`src/rtl/lc3b_types.sv`:
```
// Shared lc3b pipeline types used by the data-memory access stage.
//   lc3b_opcode    : 4-bit lc3b opcode encoding
//   lc3b_ipacket   : instruction packet carried down the pipeline
//   lc3b_mem_state : sequencing state of the MEM-stage access FSM
// Helper functions classify opcodes for the memory stage.
package lc3b_types;

  typedef enum logic [3:0] {
    OP_BR   = 4'b0000,
    OP_ADD  = 4'b0001,
    OP_LDB  = 4'b0010,
    OP_STB  = 4'b0011,
    OP_JSR  = 4'b0100,
    OP_AND  = 4'b0101,
    OP_LDR  = 4'b0110,
    OP_STR  = 4'b0111,
    OP_RTI  = 4'b1000,
    OP_NOT  = 4'b1001,
    OP_LDI  = 4'b1010,
    OP_STI  = 4'b1011,
    OP_JMP  = 4'b1100,
    OP_SHF  = 4'b1101,
    OP_LEA  = 4'b1110,
    OP_TRAP = 4'b1111
  } lc3b_opcode;

  typedef struct packed {
    lc3b_opcode opcode;
  } lc3b_ipacket;

  typedef enum logic [1:0] {
    IDLE   = 2'b00,
    PTR    = 2'b01,
    ACCESS = 2'b10,
    HOLD   = 2'b11
  } lc3b_mem_state;

  // True for every opcode that touches data memory.
  function automatic logic is_mem_op(input lc3b_opcode op);
    case (op)
      OP_LDR, OP_STR, OP_LDB, OP_STB, OP_LDI, OP_STI: is_mem_op = 1'b1;
      default:                                        is_mem_op = 1'b0;
    endcase
  endfunction

  // True for the two-access forms that first fetch a pointer.
  function automatic logic is_indirect(input lc3b_opcode op);
    case (op)
      OP_LDI, OP_STI: is_indirect = 1'b1;
      default:        is_indirect = 1'b0;
    endcase
  endfunction

  // True for byte-wide accesses; these keep address bit 0.
  function automatic logic is_byte_op(input lc3b_opcode op);
    case (op)
      OP_LDB, OP_STB: is_byte_op = 1'b1;
      default:        is_byte_op = 1'b0;
    endcase
  endfunction

  // True when the final access is a write.
  function automatic logic is_store_op(input lc3b_opcode op);
    case (op)
      OP_STR, OP_STB, OP_STI: is_store_op = 1'b1;
      default:                is_store_op = 1'b0;
    endcase
  endfunction

endpackage

```
`src/rtl/mem_byte_fmt.sv`:
```
// Combinational byte formatting for the MEM stage.
// Ports:
//   store_op, store_lane, sr_data -> wdata, byte_enable
//     store data replication and lane enables for the op entering MEM
//   load_op, load_lane, rdata     -> load_data
//     load result: LDB selects a byte and sign-extends, LDR/LDI pass the
//     word, anything else returns zero
module mem_byte_fmt
  import lc3b_types::*;
(
  input  lc3b_opcode  store_op,
  input  logic        store_lane,
  input  logic [15:0] sr_data,
  output logic [15:0] wdata,
  output logic [1:0]  byte_enable,
  input  lc3b_opcode  load_op,
  input  logic        load_lane,
  input  logic [15:0] rdata,
  output logic [15:0] load_data
);

  logic [7:0] sel_byte;

  // Store data and lane enables; byte ops enable only the addressed lane.
  always_comb begin
    wdata       = 16'h0000;
    byte_enable = 2'b00;
    case (store_op)
      OP_STB: begin
        wdata       = {sr_data[7:0], sr_data[7:0]};
        byte_enable = store_lane ? 2'b10 : 2'b01;
      end
      OP_LDB: begin
        byte_enable = store_lane ? 2'b10 : 2'b01;
      end
      OP_STR, OP_STI: begin
        wdata       = sr_data;
        byte_enable = 2'b11;
      end
      OP_LDR, OP_LDI: begin
        byte_enable = 2'b11;
      end
      default: begin
        wdata       = 16'h0000;
        byte_enable = 2'b00;
      end
    endcase
  end

  // Load result formatting.
  always_comb begin
    sel_byte  = load_lane ? rdata[15:8] : rdata[7:0];
    load_data = 16'h0000;
    case (load_op)
      OP_LDB:         load_data = {{8{sel_byte[7]}}, sel_byte};
      OP_LDR, OP_LDI: load_data = rdata;
      default:        load_data = 16'h0000;
    endcase
  end

endmodule

```
`src/rtl/mem_stage_access.sv`:
```
// Data-memory access stage of the lc3b pipeline. Sequences LDR/STR/LDB/
// STB/LDI/STI transactions (including the pointer fetch of LDI/STI),
// formats byte loads/stores and freezes the pipeline while busy.
// Ports:
//   clk, rst_n            clock, asynchronous active-low reset
//   ipacket, alu_in,      instruction in MEM, effective address,
//   sr_data, stall        store data, external freeze
//   mem_stall, mem_data,  freeze request, load result (combinational),
//   misalign              misaligned word access pulse
//   dmem_*                registered request to data memory, plus
//                         dmem_rdata/dmem_resp completion inputs
// Build option: define MEM_STAGE_MISALIGN_TRAP_EN to drop odd-address word
// accesses and pulse misalign; otherwise bit 0 is silently cleared.
module mem_stage_access
  import lc3b_types::*;
(
  input  logic        clk,
  input  logic        rst_n,
  input  lc3b_ipacket ipacket,
  input  logic [15:0] alu_in,
  input  logic [15:0] sr_data,
  input  logic        stall,
  output logic        mem_stall,
  output logic [15:0] mem_data,
  output logic        misalign,
  output logic [15:0] dmem_address,
  output logic [15:0] dmem_wdata,
  output logic        dmem_read,
  output logic        dmem_write,
  output logic [1:0]  dmem_byte_enable,
  input  logic [15:0] dmem_rdata,
  input  logic        dmem_resp
);

  lc3b_mem_state state, state_nxt;
  lc3b_opcode    op_in, op_r, op_nxt;
  logic [15:0]   addr_nxt, wdata_nxt, held_r, held_nxt;
  logic          read_nxt, write_nxt, trap_hit;
  logic [1:0]    be_nxt;
  logic [15:0]   fmt_wdata, fmt_load;
  logic [1:0]    fmt_be;
  logic          word_misaligned, ptr_misaligned;

  assign op_in = ipacket.opcode;

`ifdef MEM_STAGE_MISALIGN_TRAP_EN
  assign word_misaligned = !is_byte_op(op_in) && alu_in[0];
  assign ptr_misaligned  = dmem_rdata[0];
`else
  assign word_misaligned = 1'b0;
  assign ptr_misaligned  = 1'b0;
`endif

  // trap_hit is constant zero unless the trap build is selected.
  assign misalign = trap_hit;

  // Store side follows the incoming op; load side follows the captured op
  // and the lane of the address actually issued.
  mem_byte_fmt u_fmt (
    .store_op    (op_in),
    .store_lane  (alu_in[0]),
    .sr_data     (sr_data),
    .wdata       (fmt_wdata),
    .byte_enable (fmt_be),
    .load_op     (op_r),
    .load_lane   (dmem_address[0]),
    .rdata       (dmem_rdata),
    .load_data   (fmt_load)
  );

  // Next-state, request updates and stage outputs.
  always_comb begin
    state_nxt = state;
    op_nxt    = op_r;
    addr_nxt  = dmem_address;
    wdata_nxt = dmem_wdata;
    read_nxt  = dmem_read;
    write_nxt = dmem_write;
    be_nxt    = dmem_byte_enable;
    held_nxt  = held_r;
    mem_stall = 1'b0;
    mem_data  = 16'h0000;
    trap_hit  = 1'b0;
    case (state)
      IDLE: begin
        if (is_mem_op(op_in)) begin
          if (word_misaligned) begin
            trap_hit = 1'b1;
          end else begin
            mem_stall = 1'b1;
            op_nxt    = op_in;
            addr_nxt  = is_byte_op(op_in) ? alu_in : {alu_in[15:1], 1'b0};
            wdata_nxt = fmt_wdata;
            be_nxt    = fmt_be;
            if (is_indirect(op_in)) begin
              // Pointer fetch is always a read, even for STI.
              read_nxt  = 1'b1;
              write_nxt = 1'b0;
              state_nxt = PTR;
            end else begin
              read_nxt  = !is_store_op(op_in);
              write_nxt = is_store_op(op_in);
              state_nxt = ACCESS;
            end
          end
        end else begin
          state_nxt = IDLE;
        end
      end
      PTR: begin
        mem_stall = 1'b1;
        if (dmem_resp) begin
          if (ptr_misaligned) begin
            trap_hit  = 1'b1;
            mem_stall = 1'b0;
            read_nxt  = 1'b0;
            write_nxt = 1'b0;
            be_nxt    = 2'b00;
            state_nxt = IDLE;
          end else begin
            addr_nxt  = {dmem_rdata[15:1], 1'b0};
            read_nxt  = (op_r == OP_LDI);
            write_nxt = (op_r == OP_STI);
            state_nxt = ACCESS;
          end
        end else begin
          state_nxt = PTR;
        end
      end
      ACCESS: begin
        if (dmem_resp) begin
          mem_data  = fmt_load;
          read_nxt  = 1'b0;
          write_nxt = 1'b0;
          be_nxt    = 2'b00;
          if (stall) begin
            // Pipeline cannot take the result yet; keep it for HOLD.
            held_nxt  = fmt_load;
            state_nxt = HOLD;
          end else begin
            state_nxt = IDLE;
          end
        end else begin
          mem_stall = 1'b1;
        end
      end
      HOLD: begin
        mem_data = held_r;
        if (!stall) begin
          state_nxt = IDLE;
        end else begin
          state_nxt = HOLD;
        end
      end
      default: begin
        state_nxt = IDLE;
      end
    endcase
  end

  // FSM state register.
  always_ff @(posedge clk or negedge rst_n) begin
    if (!rst_n) begin
      state <= IDLE;
    end else begin
      state <= state_nxt;
    end
  end

  // Request, captured-op and held-data registers.
  always_ff @(posedge clk or negedge rst_n) begin
    if (!rst_n) begin
      op_r             <= OP_BR;
      dmem_address     <= 16'h0000;
      dmem_wdata       <= 16'h0000;
      dmem_read        <= 1'b0;
      dmem_write       <= 1'b0;
      dmem_byte_enable <= 2'b00;
      held_r           <= 16'h0000;
    end else begin
      op_r             <= op_nxt;
      dmem_address     <= addr_nxt;
      dmem_wdata       <= wdata_nxt;
      dmem_read        <= read_nxt;
      dmem_write       <= write_nxt;
      dmem_byte_enable <= be_nxt;
      held_r           <= held_nxt;
    end
  end

endmodule

```
`config.mk`:
```
export PLATFORM = sky130hd
export DESIGN_NAME = mem_stage_access
export DESIGN_NICKNAME = d
export VERILOG_FILES = /design/src/rtl/lc3b_types.sv /design/src/rtl/mem_byte_fmt.sv /design/src/rtl/mem_stage_access.sv
export SDC_FILE = /design/constraint.sdc
export NUM_CORES = 1
export LEC_CHECK = 0
export CAP_MARGIN = 20
export CORE_MARGIN = 5
export CORE_UTILIZATION = 50
export DETAILED_ROUTE_END_ITERATION = 10
export GPL_TIMING_DRIVEN = 0
export PLACE_DENSITY = 0.84
export SETUP_SLACK_MARGIN = 0.4
export SYNTH_ARGS = -nofsm -noshare
export SYNTH_HDL_FRONTEND = slang
export SYNTH_HIERARCHICAL = 1
export SYNTH_SLANG_ARGS = --single-unit
```
`constraint.sdc`:
```
create_clock -name clk -period 5.85 [get_ports clk]
set_input_delay 1.4625 -clock clk [delete_from_list [all_inputs] [get_ports clk]]
set_output_delay 1.4625 -clock clk [all_outputs]
set_load 0.02 [all_outputs]
```
==> reports/qor.csv <==
stage,metric,value,unit
global_route,antenna_found_initial,0,
clock_network,cts_resized,0,
power_and_ir_drop,peakVddDrop,314,uV
routing,ant_nets,0,
synth,yosysWarnings,6,
synth,ys_ff_latch,58,
synth,post-synth-top-count-cell,mux2_2,
critical_path,reg2reg_depth,5,
critical_path,crit_chain,"clkdlybuf4s50_1, and2_1, buf_4, clkbuf_1, a22o_1, clkdlybuf4s50_1",
synth,synth_compound_area_share,16.9,%
sta,rsz0062_at_grt,false,
synth,yosys.area_share.xor_xnor,0.476,%
critical_path,worstSetupStartpointType,input pin,
sta,fin_crit,5.05,ns
routing,via_per_inst,5.63,
finish,syn2layout_area_growth,41.7,%
critical_path,cp-end-kind,output pin,
routing,drc,0,
critical_path,cp_slowest_cell,clkdlybuf4s50_1,
global_route,grt_pass1_vias,2996,
global_route,grt-ovfl-total,0,
power_and_ir_drop,p_seq_share,28.4,%
global_route,grt_usage,22.7,%
floorplanning,ios,110,
clock_network,clkLatencyLatePin,0.34,ns
floorplanning,core,0.00672,mm^2
synth,syn_nets,363,
clock_network,cts_made_buffers,9,
sta,max-slew-margin-rel,58.6,%
power_and_ir_drop,p_int,1460,uW
power_and_ir_drop,p_leak,0.00208,uW
clock_network,path_clk_slew,0.07,ns
floorplanning,die_h,92.7,um
min_path,hp-start,dmem_address[15]$_DFFE_PN0P_,
power_and_ir_drop,clkPwrFrac,18.0,%
synth,synth-adder-area-share,2.20,%
run,drv_cap,0,
finish,antenna_cells,0,
synth,yosys.area_share.simple,8.49,%
synth,synth_common_cells,"mux2_2 (59), dfrtp_1 (58), a21oi_1 (21), a22o_1 (19)",
synth,synth_area,0.00342,mm^2
placement,dp_hpwl,7.07,mm
sta,setup_violations,0,
routing,met3_length,615,um
finish,final_nets,483,
floorplanning,initial_utilization,50.9,%
placement,place.gp.congestion,0.908,
synth,syn_area_per_cell,11.4,um^2
sta,final_max_slew_viol_count,0,
floorplanning,die_width,92.7,um
critical_path,criticalPathCategory,input pin to output pin,
synth,synth_top_cell_by_area,dfrtp_1,
clock_network,cts_setup_buffers,0,
critical_path,crit_required,4.39,ns
synth,yosys.cell_types.count,40,
floorplanning,num_rows,30,
global_route,grt_max_degree,36,
clock_network,cts_hold_buf,0,
power_and_ir_drop,switching_share,38.9,%
critical_path,cp_max_fo,10,
critical_path,cp-startpoint,dmem_resp,
clock_network,cts_tree,yes,
critical_path,rrSetupSlack,3.72,ns
synth,synth.top_cell.area_share,42.5,%
routing,wl_met2,4.70,mm
routing,drtIter0Drc,206,
routing,met1_length,4.04,mm
clock_network,root_buffer,clkbuf_8,
min_path,hp-class,register to register,
sta,fin_setup_tns,0,ns
critical_path,regToRegEndpoint,dmem_address[13]$_DFFE_PN0P_,
floorplanning,dieArea,0.00859,mm^2
critical_path,r2r_start,state[1]$_DFFE_PN0N_,
synth,synth_top_family_by_area,multiplexers,
min_path,holdPathEnd,dmem_address[15]$_DFFE_PN0P_,
critical_path,slowest_delay,0.61,ns
min_path,hold_path_depth,1,
finish,design_area,0.00484,mm^2
placement,place_area,0.00461,mm^2
global_route,grt_pass1_wl,15.3,mm
routing,wl_per_cell,18.8,um
routing,dr_total_vias,2851,
synth,postSynthCellCount,301,
synth,synth_mux_area_share,25.4,%
clock_network,cts.sinks,58,
synth,synthArstFlopShare,100,%
routing,finalWirelength,9.49,mm
sta,skew,0.00700,ns
routing,highest_layer,met4,
power_and_ir_drop,p_per_area,493,mW/mm^2
sta,fmax,198,MHz
sta,finalHoldViolCount,0,
run_status,status,completed,
synth,synth_ff_type,dfrtp_1,
synth,synth_edf_count,0,
placement,io_buffer_count,108,
power_and_ir_drop,finalPower,2390,uW
sta,min_period_over_period,86.3,%
clock_network,cts-htree-levels,3,
clock_network,clock_path_buffers,2,
finish,drive_gt1_share,22.5,%
power_and_ir_drop,p_comb_share,53.6,%
routing,dr.pass1.iters,4,
power_and_ir_drop,switchingPower,930,uW
critical_path,crit_arrival,3.59,ns
synth,ys_seq_area_share,42.5,%
critical_path,cpMostUsedCell,clkdlybuf4s50_1,
sta,worst_pin_slew,0.621,ns
synth,ys_top_cells_by_area,"dfrtp_1 (42%), mux2_2 (19%), a22o_1 (4.9%)",
-- through the flow --
stage	hold slack, ns	utilization (%)	setup WS [ns]	instances
after CTS	0.499	72.1	0.803	506
after global placement	0.469	68.5	0.853	489
after detailed placement	0.478	68.7	0.845	490
after global routing	0.510	72.1	0.700	506
final	0.498	72.1	0.801	506
after floorplan	0.458	-	2.00	301
-- state kept, by name, indices dropped and copies added, names as in the netlist --
signal / cells
dmem_address: 16
dmem_write: 1
dmem_read: 1
held_r: 16
state: 2
op_r: 4
dmem_wdata: 16
dmem_byte_enable: 2
-- routing by layer --
layer	track usage [%]	vias up
li1	-	1352
met4	7.33	0
met1	29.4	1400
met5	0	-
met3	5.93	12
met2	37.1	87
-- power by group through the flow --
stage          combinational (uW)  sequential, uW  clock [uW]
6_report                     1280             679         430
5_1_grt                      1370             700         455
4_1_cts                      1290             678         434
3_5_place_dp                 1270             681           0
3_3_place_gp                 1240             667           0
2_1_floorplan                 687             780           0
-- worst max-delay path by stage --
stage,cells after the start,slack [ns],end
after floorplan,5,2.00,mem_stall
final,6,0.80,mem_data[14]
after global placement,7,0.85,mem_stall
after global routing,6,0.70,mem_data[11]
after detailed placement,7,0.84,mem_stall
after CTS,6,0.80,mem_data[14]
-- kinds of logic after synthesis --
| logic type | count (synthesis) |
|---|---|
| muxes | 78 |
| AOI/OAI and AO/OA | 76 |
| DFF | 58 |
| and+or+nand+nor | 56 |
| buffers and inverters | 25 |
| adders and majority gates | 6 |
| other | 1 |
| xor gates and xnor gates | 1 |
-- cell usage in the layout, fill, tap and decap left out, types with 3 or more instances in the layout --
cell             count
inv_1                5
and2_1              10
a2bb2oi_1            8
a22o_1              19
buf_4                7
o211ai_1             7
clkdlybuf4s50_1    107
o22a_1               3
nor2b_1              4
nand2_2              3
mux2_2              59
nor2_1              14
buf_2                3
mux2i_1              9
ha_1                 6
clkbuf_8            11
dfrtp_1             58
nand2_1             14
mux2_1              10
clkbuf_1             8
a32oi_1              7
a21oi_1             21
nand2b_1             5
-- cell type report --
type | instances | area [um^2]
timing repair buffer | 109 | 1100
multi-input combinational | 218 | 1830
inverter | 5 | 18.8
buffer | 20 | 119
clock buffer | 12 | 155
clock inverter | 4 | 73.8
sequential | 58 | 1450
fill | 507 | 1880
tap | 80 | 100
-- critical path, delay by kind of cell --
kind	cells	cell delay (ns)
AO/OA/AOI/OAI	1	0.21
buffers and inverters	4	1.72
AND/OR/NAND/NOR	1	0.19
No activity file was read; power rests on OpenSTA's default activity.
==> edit 1: new RTL, same settings <==
Build with the macro `MEM_STAGE_MISALIGN_TRAP_EN` defined.
--- a/src/rtl/mem_stage_access.sv
+++ b/src/rtl/mem_stage_access.sv
@@ -11,6 +11,8 @@
 //                         dmem_rdata/dmem_resp completion inputs
 // Build option: define MEM_STAGE_MISALIGN_TRAP_EN to drop odd-address word
 // accesses and pulse misalign; otherwise bit 0 is silently cleared.
+`define MEM_STAGE_MISALIGN_TRAP_EN
+
 module mem_stage_access
   import lc3b_types::*;
 (
Function: changed (a bounded check fails within 4 cycles, from zero or initial values and one cycle with rst_n low).
==> edit 1 against the original RTL <==
Cell count grew 6.3%; sequential cell count is the same; worst setup slack lost 0.13 ns; wire length grew 7.2%; synthesized cell count grew 10%; synthesized area shrank 0.51%; highest routed layer unchanged; power shrank 7.2%; cell area shrank 0.36%; critical path depth is the same.
==> edit 1: results (changes against the original RTL) <==
- Mux cell area share after synthesis: 20.0% (-5.4 points)
- Compound-cell area share of the yosys netlist: 20.5% (+3.6 points)
- Non-Filler Instances: 538 (+6.3%)
- Area after DPL: 0.00461 mm² (-0.16%)
- Lkg Pwr: 0.00205 µW (-1.0%)
- Share of layout cells above drive strength 1: 16.8% (-5.7 points)
- Post-Synth XOR/XNOR Area: 0.736% (+0.26 points)
- Worst IR Drop VDD: 0.279 mV (-11%)
- Avg Synthesized Cell Area: 10.2 µm² (-9.8%)
- Number of global-route vias before repair: 3284 (+9.6%)
- R2R cell count: 7 (+2)
- Min-delay src: dmem_wdata[1]
- Synth Area in Adders: 2.17% (-0.025 points)
- Hold Path End: dmem_wdata[1]
- Outcome: finished, final reports clean
- Worst slack, placed: 0.713 ns (-0.132 ns)
- GRT Overall Usage: 24.2% (+1.5 points)
- Worst path max stage delay: 0.63 ns (+0.02 ns)
- Port Buffers: 109 (+0.93%)
- Synth top area cells: dfrtp_1, mux2_2, mux2i_1
- Reg2reg end: held_r[14]
- Synthesized Nets: 393 (+8.3%)
- DP Wirelength: 7.73 mm (+9.2%)
- Combinational power: 1160 µW (-9%)
- Sequential element share of the synthesized area: 42.7% (+0.22 points)
- Avg WL per Cell: 18.9 µm (+0.80%)
- GP Congestion: 0.896 (-1.3%)
- Worst setup endpoint: mem_data[0]
- Pin count of the biggest net entering global routing: 33 (-8.3%)
-- edit 1: cell count changes after synthesis, moves of 7 or more --
cell and change:
mux2i_1 +14, buf_2 +8, o21ai_0 +7, mux2_1 -10, mux2_2 -19, a21oi_1 +16
a31oi_1 +14
-- edit 1: area by class of cell --
type	count	area [µm²]	area share (%)
Buffer	23	106	2.20
Clock inverter	5	77.6	1.61
Inverter	10	37.5	0.778
Sequential cell	58	1450	30.1
Timing Repair Buffer	110	1110	22.9
Multi-Input combinational cell	241	1810	37.4
Tap cell	80	100	2.07
Clock buffer	11	141	2.93
-- edit 1: cell families after synthesis --
family / count (synthesis)
compound gates: 105
xor+xnor: 2
fa+ha+maj: 6
buf+inv: 33
flops: 58
mux: 63
simple gates: 65
-- edit 1: routing by layer --
metal | up-vias | track usage, % | wire length [µm]
met5 | - | 0 | 0
met4 | 0 | 10.3 | 309
met3 | 29 | 4.96 | 589
met2 | 119 | 39.2 | 4900
met1 | 1558 | 31.5 | 4370
li1 | 1482 | - | -
==> edit 2: new RTL, same flow settings <==
Made on the original files. The 4 states of `lc3b_mem_state` get a one-hot encoding in 4 bits.
--- a/src/rtl/lc3b_types.sv
+++ b/src/rtl/lc3b_types.sv
@@ -28,11 +28,11 @@
     lc3b_opcode opcode;
   } lc3b_ipacket;
 
-  typedef enum logic [1:0] {
-    IDLE   = 2'b00,
-    PTR    = 2'b01,
-    ACCESS = 2'b10,
-    HOLD   = 2'b11
+  typedef enum logic [3:0] {
+    IDLE   = 4'b0001,
+    PTR    = 4'b0010,
+    ACCESS = 4'b0100,
+    HOLD   = 4'b1000
   } lc3b_mem_state;
 
   // True for every opcode that touches data memory.
Function: same outputs for any inputs over 10 cycles, from zero or initial values and one cycle with rst_n low; not proved beyond that.
==> edit 2 against the original RTL <==
Clock power is 11% lower; wire length up 1.8%; worst setup slack lost 0.25 ns; sequential power down 10%; hold slack got worse by 0.020 ns; power shrank 28%; cell area about the same; combinational power fell by 43%; non-clock buffer count rose by 2; synthesized area rose by 0.84%; critical path depth did not move; clock skew grew 0.00097 ns; sequential cell count rose by 2; die area increased by 0.75%; largest cell class unchanged.
==> edit 2: results (changes against the original RTL) <==
- GP Congestion: 0.835 (-8.0%)
- TritonCTS Buffers: 9 (unchanged)
- Synth top area cells: dfrtp_1, mux2_2, mux2i_1
- Clock slew at reported path FFs: 0.06 ns
- Synth cell count leaders: dfrtp_1, nand2_1, mux2_2
- Largest fanout on the critical path: 10 (unchanged)
- Library cells used by synthesis: 47 (+18%)
- Number of global-route vias before repair: 3151 (+5.2%)
- Biggest regs: dmem_address (16), dmem_wdata (16), held_r (16)
- Hold Path End: dmem_address[14]
- Crit path max-delay cell type: clkdlybuf4s50_1
- Final #Nets: 495 (+2.5%)
- Fill count: 506 (-0.20%)
- # diodes: 0 (unchanged)
- Root Buffer Master: clkbuf_8
- Initial DRT Pass Iterations: 4 (unchanged)
- Total wirelength of the detailed-routed design: 9.66 mm (+1.8%)
- Worst path max stage delay: 0.61 ns (about the same)
- Clock Skews: 0.00797 ns (+0.000968 ns)
- Worst Path Arrival: 3.84 ns (+0.25 ns)
- Worst IR Drop VDD: 0.184 mV (-41%)
- Post-synth ARST share: 100% (unchanged)
- Synthesized Nets: 375 (+3.3%)
- DRT iter0 DRCs: 175 (-15%)
- Initial antenna violation count: 0 (unchanged)
- Min-delay src: dmem_address[14]
- H-tree Lvls: 3 (unchanged)
- CTS Buffer Depth: 2 (unchanged)
- Pins Over Slew Limit: 0 (unchanged)
- R2R cell count: 5 (unchanged)
- Synth warn: 6 (unchanged)
- GRT Overall Usage: 23.6% (+0.95 points)
- Port Buffers: 108 (unchanged)
- Hold WS: 0.478 ns (-0.0197 ns)
- R2r setup slk: 3.91 ns (+0.19 ns)
- Slew headroom: 43.3% (-15 points)
- Clk Latency, worst-skew pair: 0.33 ns
- Reg-to-reg startpoint: state[1]
- First-pass GRT wire length: 16.1 mm (+5.3%)
- Share of layout cells above drive strength 1: 18.2% (-4.3 points)
- Sequential element share of the synthesized area: 43.6% (+1.1 points)
- Min-delay worst type: flip-flop to flip-flop
- Reg2reg end: held_r[13]
- Pin count of the biggest net entering global routing: 34 (-5.6%)
- Lkg Pwr: 0.00208 µW (+0.19%)
- DP Wirelength: 7.33 mm (+3.6%)
- Hold path depth: 2 (+1)
- Vias/cell: 5.67 (+0.70%)
- Outcome: finished, final reports clean
==> edit 2: how the worst max path moves through the flow <==
stage | from | end | slack (ns)
final | dmem_resp | mem_data[5] | 0.55
after global routing | dmem_resp | mem_data[10] | 0.45
after CTS | dmem_resp | mem_data[5] | 0.44
after detailed placement | dmem_resp | mem_data[5] | 0.45
after global placement | dmem_resp | mem_data[5] | 0.47
after floorplan | dmem_resp | mem_data[10] | 1.89
==> edit 2: power breakdown <==
part,switching [µW],internal [µW],total [µW]
Combinational,384,339,724
Sequential,73.3,536,609
Clock,164,219,383
Total,622,1090,1720
==> edit 2: kinds of logic after synthesis <==
logic type,after synthesis,synth area share (%)
buffers and inverters,26,4.21
muxes,59,19.5
AOI/OAI and AO/OA,89,18.1
DFF,60,43.6
other,1,0.109
xor gates and xnor gates,1,0.472
and+or+nand+nor,83,13.9
==> edit 2: per-layer routing <==
layer  up-vias  track usage [%]  part of all wire (%)
met4         0             8.91                   1.7
li1       1409                -                     -
met1      1448             30.3                    42
met3        12             6.52                   7.8
met5         -                0                     0
met2       104             38.2                    48
==> edit 2: stage by stage <==
stage / total power, µW / std cells / utilization [%] / area [µm²] / worst slack (ns)
after global routing: 1820 / 524 / 71.7 / 4850 / 0.454
after detailed placement: 1330 / 508 / 68.7 / 4640 / 0.449
after floorplan: 1030 / 319 / - / 3450 / 1.89
final: 1720 / 524 / 71.7 / 4850 / 0.552
after global placement: 1310 / 507 / 68.5 / 4630 / 0.473
after CTS: 1720 / 524 / 71.7 / 4850 / 0.441
==> edit 2: final cells by class <==
| type | count | share of cell area [%] |
|---|---|---|
| Clock inverter | 4 | 0.981 |
| Buffer | 22 | 2.71 |
| Clock buffer | 12 | 3.20 |
| Sequential cell | 60 | 31.0 |
| Tap cell | 80 | 2.07 |
| Multi-Input combinational cell | 233 | 37.1 |
| Inverter | 4 | 0.310 |
| Timing Repair Buffer | 109 | 22.6 |
==> edit 2: what timing repair did <==
action	CTS	global route
endpoints found under the hold margin	0	0
setup buffers	0	0
gates resized for setup	0	3
setup endpoints to repair	0	10
==> edit 2: critical path: cells and delay by family <==
kind	cells	cell delay, ns
AOI/OAI and AO/OA	1	0.18
buffers and inverters	3	1.55
and+or+nand+nor	2	0.64
